`src/rtl/fm_demod_pkg.sv`:
```
// rtl/fm_demod_pkg.sv - shared widths, phase encoding and saturation bounds for the FM demod path
package fm_demod_pkg;

    localparam int IN_W_DEF         = 16;
    localparam int OUT_W_DEF        = 16;
    localparam int OUT_SHIFT_DEF    = 15;
    localparam int DEEMPH_SHIFT_DEF = 4;

    typedef enum logic {
        WAIT_I = 1'b0,
        WAIT_Q = 1'b1
    } phase_t;

    function automatic longint sat_max(input int w);
        return (longint'(1) << (w - 1)) - longint'(1);
    endfunction

    function automatic longint sat_min(input int w);
        return -(longint'(1) << (w - 1));
    endfunction

endpackage

```
`src/rtl/fm_discriminator_if.sv`:
```
// rtl/fm_discriminator_if.sv - sample-in / demodulated-out bundle for fm_discriminator
interface fm_discriminator_if
    import fm_demod_pkg::*;
#(
    parameter int IN_W  = IN_W_DEF,
    parameter int OUT_W = OUT_W_DEF
);
    logic signed [IN_W-1:0]  data_i;
    logic                    valid_i;
    logic                    align_i;
    logic signed [OUT_W-1:0] data_o;
    logic                    valid_o;
    logic                    sat_o;

    modport slave  (input  data_i, valid_i, align_i, output data_o, valid_o, sat_o);
    modport master (output data_i, valid_i, align_i, input  data_o, valid_o, sat_o);
endinterface

```
`src/rtl/fm_shift_sat.sv`:
```
// rtl/fm_shift_sat.sv - floor arithmetic right shift followed by saturation to OUT_W signed
module fm_shift_sat
    import fm_demod_pkg::*;
#(
    parameter int IN_W  = 33,
    parameter int OUT_W = OUT_W_DEF,
    parameter int SHIFT = OUT_SHIFT_DEF
) (
    input  logic signed [IN_W-1:0]  i_value,
    output logic signed [OUT_W-1:0] o_value,
    output logic                    o_clip
);
    localparam logic signed [IN_W-1:0] L_MAX = IN_W'(sat_max(OUT_W));
    localparam logic signed [IN_W-1:0] L_MIN = IN_W'(sat_min(OUT_W));

    logic signed [IN_W-1:0] w_shifted;
    logic                   w_hi;
    logic                   w_lo;

    assign w_shifted = i_value >>> SHIFT;
    assign w_hi      = (w_shifted > L_MAX);
    assign w_lo      = (w_shifted < L_MIN);
    assign o_clip    = w_hi | w_lo;
    assign o_value   = w_hi ? L_MAX[OUT_W-1:0] :
                       w_lo ? L_MIN[OUT_W-1:0] : w_shifted[OUT_W-1:0];
endmodule

```
`src/rtl/fm_discriminator.sv`:
```
// rtl/fm_discriminator.sv - cross-product FM discriminator on interleaved I/Q samples
// Optional single-pole de-emphasis stage enabled by defining FM_DEEMPH_EN.
module fm_discriminator
    import fm_demod_pkg::*;
#(
    parameter int IN_W         = IN_W_DEF,
    parameter int OUT_W        = OUT_W_DEF,
    parameter int OUT_SHIFT    = OUT_SHIFT_DEF,
    parameter int DEEMPH_SHIFT = DEEMPH_SHIFT_DEF
) (
    input  logic               clk,
    input  logic               rst,
    fm_discriminator_if.slave  bus
);
    localparam int P_W = 2 * IN_W;
    localparam int D_W = P_W + 1;

    phase_t r_phase;
    phase_t w_phase_next;
    logic   w_take_i;
    logic   w_pair_done;

    always_ff @(posedge clk or posedge rst) begin
        if (rst) r_phase <= WAIT_I;
        else     r_phase <= w_phase_next;
    end

    // align_i wins over the current phase and drops any half-received pair
    always_comb begin
        w_phase_next = r_phase;
        w_take_i     = 1'b0;
        w_pair_done  = 1'b0;
        if (bus.align_i) begin
            w_phase_next = bus.valid_i ? WAIT_Q : WAIT_I;
            w_take_i     = bus.valid_i;
        end else if (bus.valid_i) begin
            case (r_phase)
                WAIT_I: begin
                    w_take_i     = 1'b1;
                    w_phase_next = WAIT_Q;
                end
                WAIT_Q: begin
                    w_pair_done  = 1'b1;
                    w_phase_next = WAIT_I;
                end
                default: w_phase_next = WAIT_I;
            endcase
        end
    end

    logic signed [IN_W-1:0] r_i;
    logic signed [IN_W-1:0] r_i_prev;
    logic signed [IN_W-1:0] r_q_prev;
    logic                   r_primed;
    logic signed [P_W-1:0]  r_p1;
    logic signed [P_W-1:0]  r_p2;
    logic                   r_s1_valid;

    logic signed [P_W-1:0]  w_i_ext;
    logic signed [P_W-1:0]  w_q_ext;
    logic signed [P_W-1:0]  w_i_prev_ext;
    logic signed [P_W-1:0]  w_q_prev_ext;

    assign w_i_ext      = {{IN_W{r_i[IN_W-1]}}, r_i};
    assign w_q_ext      = {{IN_W{bus.data_i[IN_W-1]}}, bus.data_i};
    assign w_i_prev_ext = {{IN_W{r_i_prev[IN_W-1]}}, r_i_prev};
    assign w_q_prev_ext = {{IN_W{r_q_prev[IN_W-1]}}, r_q_prev};

    // The first pair after reset only seeds the history; no product is formed from it
    always_ff @(posedge clk or posedge rst) begin
        if (rst) begin
            r_i        <= '0;
            r_i_prev   <= '0;
            r_q_prev   <= '0;
            r_primed   <= 1'b0;
            r_p1       <= '0;
            r_p2       <= '0;
            r_s1_valid <= 1'b0;
        end else begin
            r_s1_valid <= w_pair_done & r_primed;
            if (w_take_i) r_i <= bus.data_i;
            if (w_pair_done) begin
                r_i_prev <= r_i;
                r_q_prev <= bus.data_i;
                r_primed <= 1'b1;
                if (r_primed) begin
                    r_p1 <= w_i_prev_ext * w_q_ext;
                    r_p2 <= w_q_prev_ext * w_i_ext;
                end
            end
        end
    end

    logic signed [D_W-1:0]   w_d;
    logic signed [OUT_W-1:0] w_sat_value;
    logic                    w_clip;

    assign w_d = {r_p1[P_W-1], r_p1} - {r_p2[P_W-1], r_p2};

    fm_shift_sat #(
        .IN_W  (D_W),
        .OUT_W (OUT_W),
        .SHIFT (OUT_SHIFT)
    ) u_shift_sat (
        .i_value (w_d),
        .o_value (w_sat_value),
        .o_clip  (w_clip)
    );

    logic signed [OUT_W-1:0] r_s2_data;
    logic                    r_s2_valid;
    logic                    r_s2_sat;

    always_ff @(posedge clk or posedge rst) begin
        if (rst) begin
            r_s2_data  <= '0;
            r_s2_valid <= 1'b0;
            r_s2_sat   <= 1'b0;
        end else begin
            r_s2_valid <= r_s1_valid;
            r_s2_sat   <= r_s1_valid & w_clip;
            if (r_s1_valid) r_s2_data <= w_sat_value;
        end
    end

`ifdef FM_DEEMPH_EN
    logic signed [OUT_W-1:0] r_s;
    logic                    r_d_valid;
    logic                    r_d_sat;
    logic signed [OUT_W:0]   w_diff;
    logic signed [OUT_W:0]   w_step;

    // s stays between its old value and x, so the add cannot overflow OUT_W
    assign w_diff = {r_s2_data[OUT_W-1], r_s2_data} - {r_s[OUT_W-1], r_s};
    assign w_step = w_diff >>> DEEMPH_SHIFT;

    always_ff @(posedge clk or posedge rst) begin
        if (rst) begin
            r_s       <= '0;
            r_d_valid <= 1'b0;
            r_d_sat   <= 1'b0;
        end else begin
            r_d_valid <= r_s2_valid;
            r_d_sat   <= r_s2_sat;
            if (r_s2_valid) r_s <= r_s + OUT_W'(w_step);
        end
    end

    assign bus.data_o  = r_s;
    assign bus.valid_o = r_d_valid;
    assign bus.sat_o   = r_d_sat;
`else
    assign bus.data_o  = r_s2_data;
    assign bus.valid_o = r_s2_valid;
    assign bus.sat_o   = r_s2_sat;
`endif

endmodule

```
`src/flat_wrapper.sv`:
```
// flat-port wrapper written by rule: the top's interface ports become plain ports
module fm_discriminator_flat import fm_demod_pkg::*;
#(
    parameter int IN_W         = IN_W_DEF,
    parameter int OUT_W        = OUT_W_DEF,
    parameter int OUT_SHIFT    = OUT_SHIFT_DEF,
    parameter int DEEMPH_SHIFT = DEEMPH_SHIFT_DEF
)
  (clk, rst, bus_data_i, bus_valid_i, bus_align_i, bus_data_o, bus_valid_o, bus_sat_o);
  fm_discriminator_if #(.IN_W(IN_W), .OUT_W(OUT_W)) bus_i ();
  input  logic clk;
  input  logic rst;
  input wire logic [$bits(bus_i.data_i)-1:0] bus_data_i;
  input wire logic [$bits(bus_i.valid_i)-1:0] bus_valid_i;
  input wire logic [$bits(bus_i.align_i)-1:0] bus_align_i;
  output wire logic [$bits(bus_i.data_o)-1:0] bus_data_o;
  output wire logic [$bits(bus_i.valid_o)-1:0] bus_valid_o;
  output wire logic [$bits(bus_i.sat_o)-1:0] bus_sat_o;
  assign bus_i.data_i = bus_data_i;
  assign bus_i.valid_i = bus_valid_i;
  assign bus_i.align_i = bus_align_i;
  assign bus_data_o = bus_i.data_o;
  assign bus_valid_o = bus_i.valid_o;
  assign bus_sat_o = bus_i.sat_o;
  fm_discriminator #(.IN_W(IN_W), .OUT_W(OUT_W), .OUT_SHIFT(OUT_SHIFT), .DEEMPH_SHIFT(DEEMPH_SHIFT)) u_core (.clk(clk), .rst(rst), .bus(bus_i));
endmodule
```
`config.mk`:
```
export PLATFORM = sky130hd
export DESIGN_NAME = fm_discriminator_flat
export DESIGN_NICKNAME = d
export VERILOG_FILES = /design/src/rtl/fm_demod_pkg.sv /design/src/rtl/fm_discriminator_if.sv /design/src/rtl/fm_shift_sat.sv /design/src/rtl/fm_discriminator.sv /design/src/flat_wrapper.sv
export SDC_FILE = /design/constraint.sdc
export NUM_CORES = 2
export LEC_CHECK = 0
export CORE_MARGIN = 2
export CORE_UTILIZATION = 60
export CTS_BUF_LIST = sky130_fd_sc_hd__clkbuf_8
export DETAILED_ROUTE_END_ITERATION = 10
export PLACE_DENSITY = 0.88
export SYNTH_ARGS = -nofsm -noshare
export SYNTH_HDL_FRONTEND = slang
export SYNTH_HIERARCHICAL = 1
export SYNTH_SLANG_ARGS = --single-unit
export TNS_END_PERCENT = 20
```
`constraint.sdc`:
```
create_clock -name clk -period 12.1 [get_ports clk]
set_input_delay 3.025 -clock clk [delete_from_list [all_inputs] [get_ports clk]]
set_output_delay 3.025 -clock clk [all_outputs]
set_load 0.02 [all_outputs]
```
==> results.cfg <==
[cells_and_area]
regArea_um2 = 3330
fill_cells = 3213
drive_gt1_share_pct = 2.85
diodes = 0
area_growth_syn_to_layout_pct = 4.33
num-nets-final = 3536
multiInputGateArea_um2 = 19900

[die]
start_util_pct = 60.6
dieWidth_um = 212
core_um2 = 42900
ios = 38
dieArea_um2 = 45000
rows = 76
die_height_um = 212

[setup_path]
cpMostUsedCell = fa_1
path_max_fanout = 18
slowest_stage = clkdlybuf4s50_1
critPathCaptureType = register
cp.arrival_ns = 9.83
path_class = in2reg
ff2ff_setup_slack_ns = 5.19
critPathBufInv = 5
critPathTopFamily = adder cells
cp.required_ns = 12.43
slowest_delay_ns = 0.78
path_cells = clkdlybuf4s50_1 > and2_1 > fa_1 > inv_1 > fa_1 > fa_1 > fa_1 > inv_1 > fa_1 > inv_1 > fa_1 > inv_1 > ha_1 > a21oi_1 > o21ai_1 > a221o_1 > a211oi_2 > a211o_1 > a31oi_1 > a211o_1 > a21oi_1 > xor2_1 > o21ai_1
worstSetupStartpointType = input port

[timing]
rsz0062_at_grt = false
slew_headroom_pct = 26.8
max_freq_mhz = 105
setup_violations = 0
finClkSkew_ns = 0.0320
finalSetupTns_ns = 0
finalCritPeriodShare_pct = 78.4
finalMaxSlewViolations = 0
hold_violations = 0
worstMarginPinSlew_ns = 1.10
min_period_ns = 9.49

[routing]
wl_per_cell_um = 18.3
num_vias = 19200
wirelength_um = 61900
dr.first_iter.drc_count = 1357
firstDrtPassIters = 6
vias_per_cell = 5.66
drtAntennaViolNets = 0
drc = 0

[global_routing]
grt_first_pass_wirelength_um = 104000
met1_usage_pct = 36.4
busiest_layer = met2
met3_usage_pct = 6.50
grt_pass1_vias = 21300
globalRouteTotalUtil_pct = 29.5
overflow = 0
antenna_found_initial = 0
grt_max_degree = 100
grtUsageMet2_pct = 49.7

[logic_synthesis]
synth_nets = 3583
synth_area_um2 = 26000
synth_warnings = 6
syn_inst = 2842
syn_area_per_cell_um2 = 9.15

[outcome]
outcome = complete, no violations

[clocking]
clockBufferDepth = 2
root_buffer = clkbuf_8
postCtsSetupBuffers = 0
cts-resized-gates = 0
clkSinkCount = 133
clk_latency_ns = 0.48
clk_pin_slew_ns = 0.08
holdBufCountCts = 0
cts_tree = yes
cts_max_level = 4
numCtsBuffers = 17

[placement]
gp_congestion = 0.934
hpwl_um = 49700
portBuffers = 37

[flow_run]
maxCapViolations = 0

[min_path]
hold_class = reg2reg
## worst paths after layout
| path | start | to | cells past startpoint |
|---|---|---|---|
| worst min register to register | u_core/r_p2[13] | u_core/r_p2[13] | 2 |
| min in group asynchronous | rst | u_core/r_p2[29] | 2 |
| worst max-delay path | bus_data_i[4] | u_core/r_p1[30] | 23 |
| worst min-delay path | u_core/r_p2[13] | u_core/r_p2[13] | 2 |
| max in group asynchronous | rst | u_core/r_q_prev[0] | 3 |
| worst max register to register | u_core/r_i_prev[10] | u_core/r_p1[30] | 21 |
## final cells by class
type,count,area share (%)
Timing Repair Buffer,42,1.50
Tap cell,585,2.70
Clock buffer,19,0.964
Clock inverter,13,0.489
Sequential cell,133,12.3
Inverter,640,8.87
Multi-Input combinational cell,1961,73.2
## stage by stage
stage                     instance area (µm²)  util (%)  std cells  worst slack (ns)  hold slack (ns)
after floorplan                         26000         -       2842              3.12            0.352
after global routing                    27100      63.3       3393              2.31            0.504
after CTS                               27100      63.3       3393              2.67            0.487
after detailed placement                26700      62.3       3361              2.19            0.470
after global placement                  26700      62.3       3361              2.28            0.465
final                                   27100      63.3       3393              2.61            0.479
## worst register-to-register path: stages (launching register included)
cell	delay [ns]
dfrtp_1	0.90
nand2_1	0.21
fa_1	0.55
fa_1	0.58
fa_1	0.45
fa_1	0.56
inv_1	0.05
fa_1	0.48
inv_1	0.05
fa_1	0.47
inv_1	0.04
ha_1	0.33
a21oi_1	0.14
o21ai_1	0.10
a221o_1	0.37
a211oi_2	0.39
a211o_1	0.23
a31oi_1	0.16
a211o_1	0.29
a21oi_1	0.17
xor2_1	0.17
o21ai_1	0.08
## layout by cell type, fill, tap and decap left out, types with 6 or more instances in the layout
cell type          n
inv_1            641
fa_1             525
nand2_1          427
and2_1           242
ha_1             196
dfrtp_1          133
o21ai_0           74
nor2_1            65
a21oi_1           61
xnor2_1           57
clkdlybuf4s50_1   37
a21o_1            32
mux2_2            31
xor2_1            28
o21ai_1           27
nand2b_1          24
clkbuf_8          19
nand3_1           18
o22ai_1           17
a21boi_1          15
nor3_1            12
o21a_1            10
o21bai_1          10
and3_1             9
nor2b_1            8
a31oi_1            8
nand4_1            6
a211oi_1           6
## layer usage
layer	share of wire, %	wire, µm
met1	38	23400
met2	49	30200
met3	9.3	5730
met4	4.2	2620
met5	0	0
## state kept, by name, indices dropped and copies added (netlist names)
name,cells
u_core/r_p1,32
u_core/r_p2,32
u_core/bus.data_o,16
u_core/r_i,16
u_core/r_i_prev,16
u_core/r_q_prev,16
u_core/bus.sat_o,1
u_core/bus.valid_o,1
u_core/r_phase,1
u_core/r_primed,1
u_core/r_s1_valid,1
Power is not shown: default switching activity piles up to over one toggle a cycle in this logic, so the estimate is an artifact.
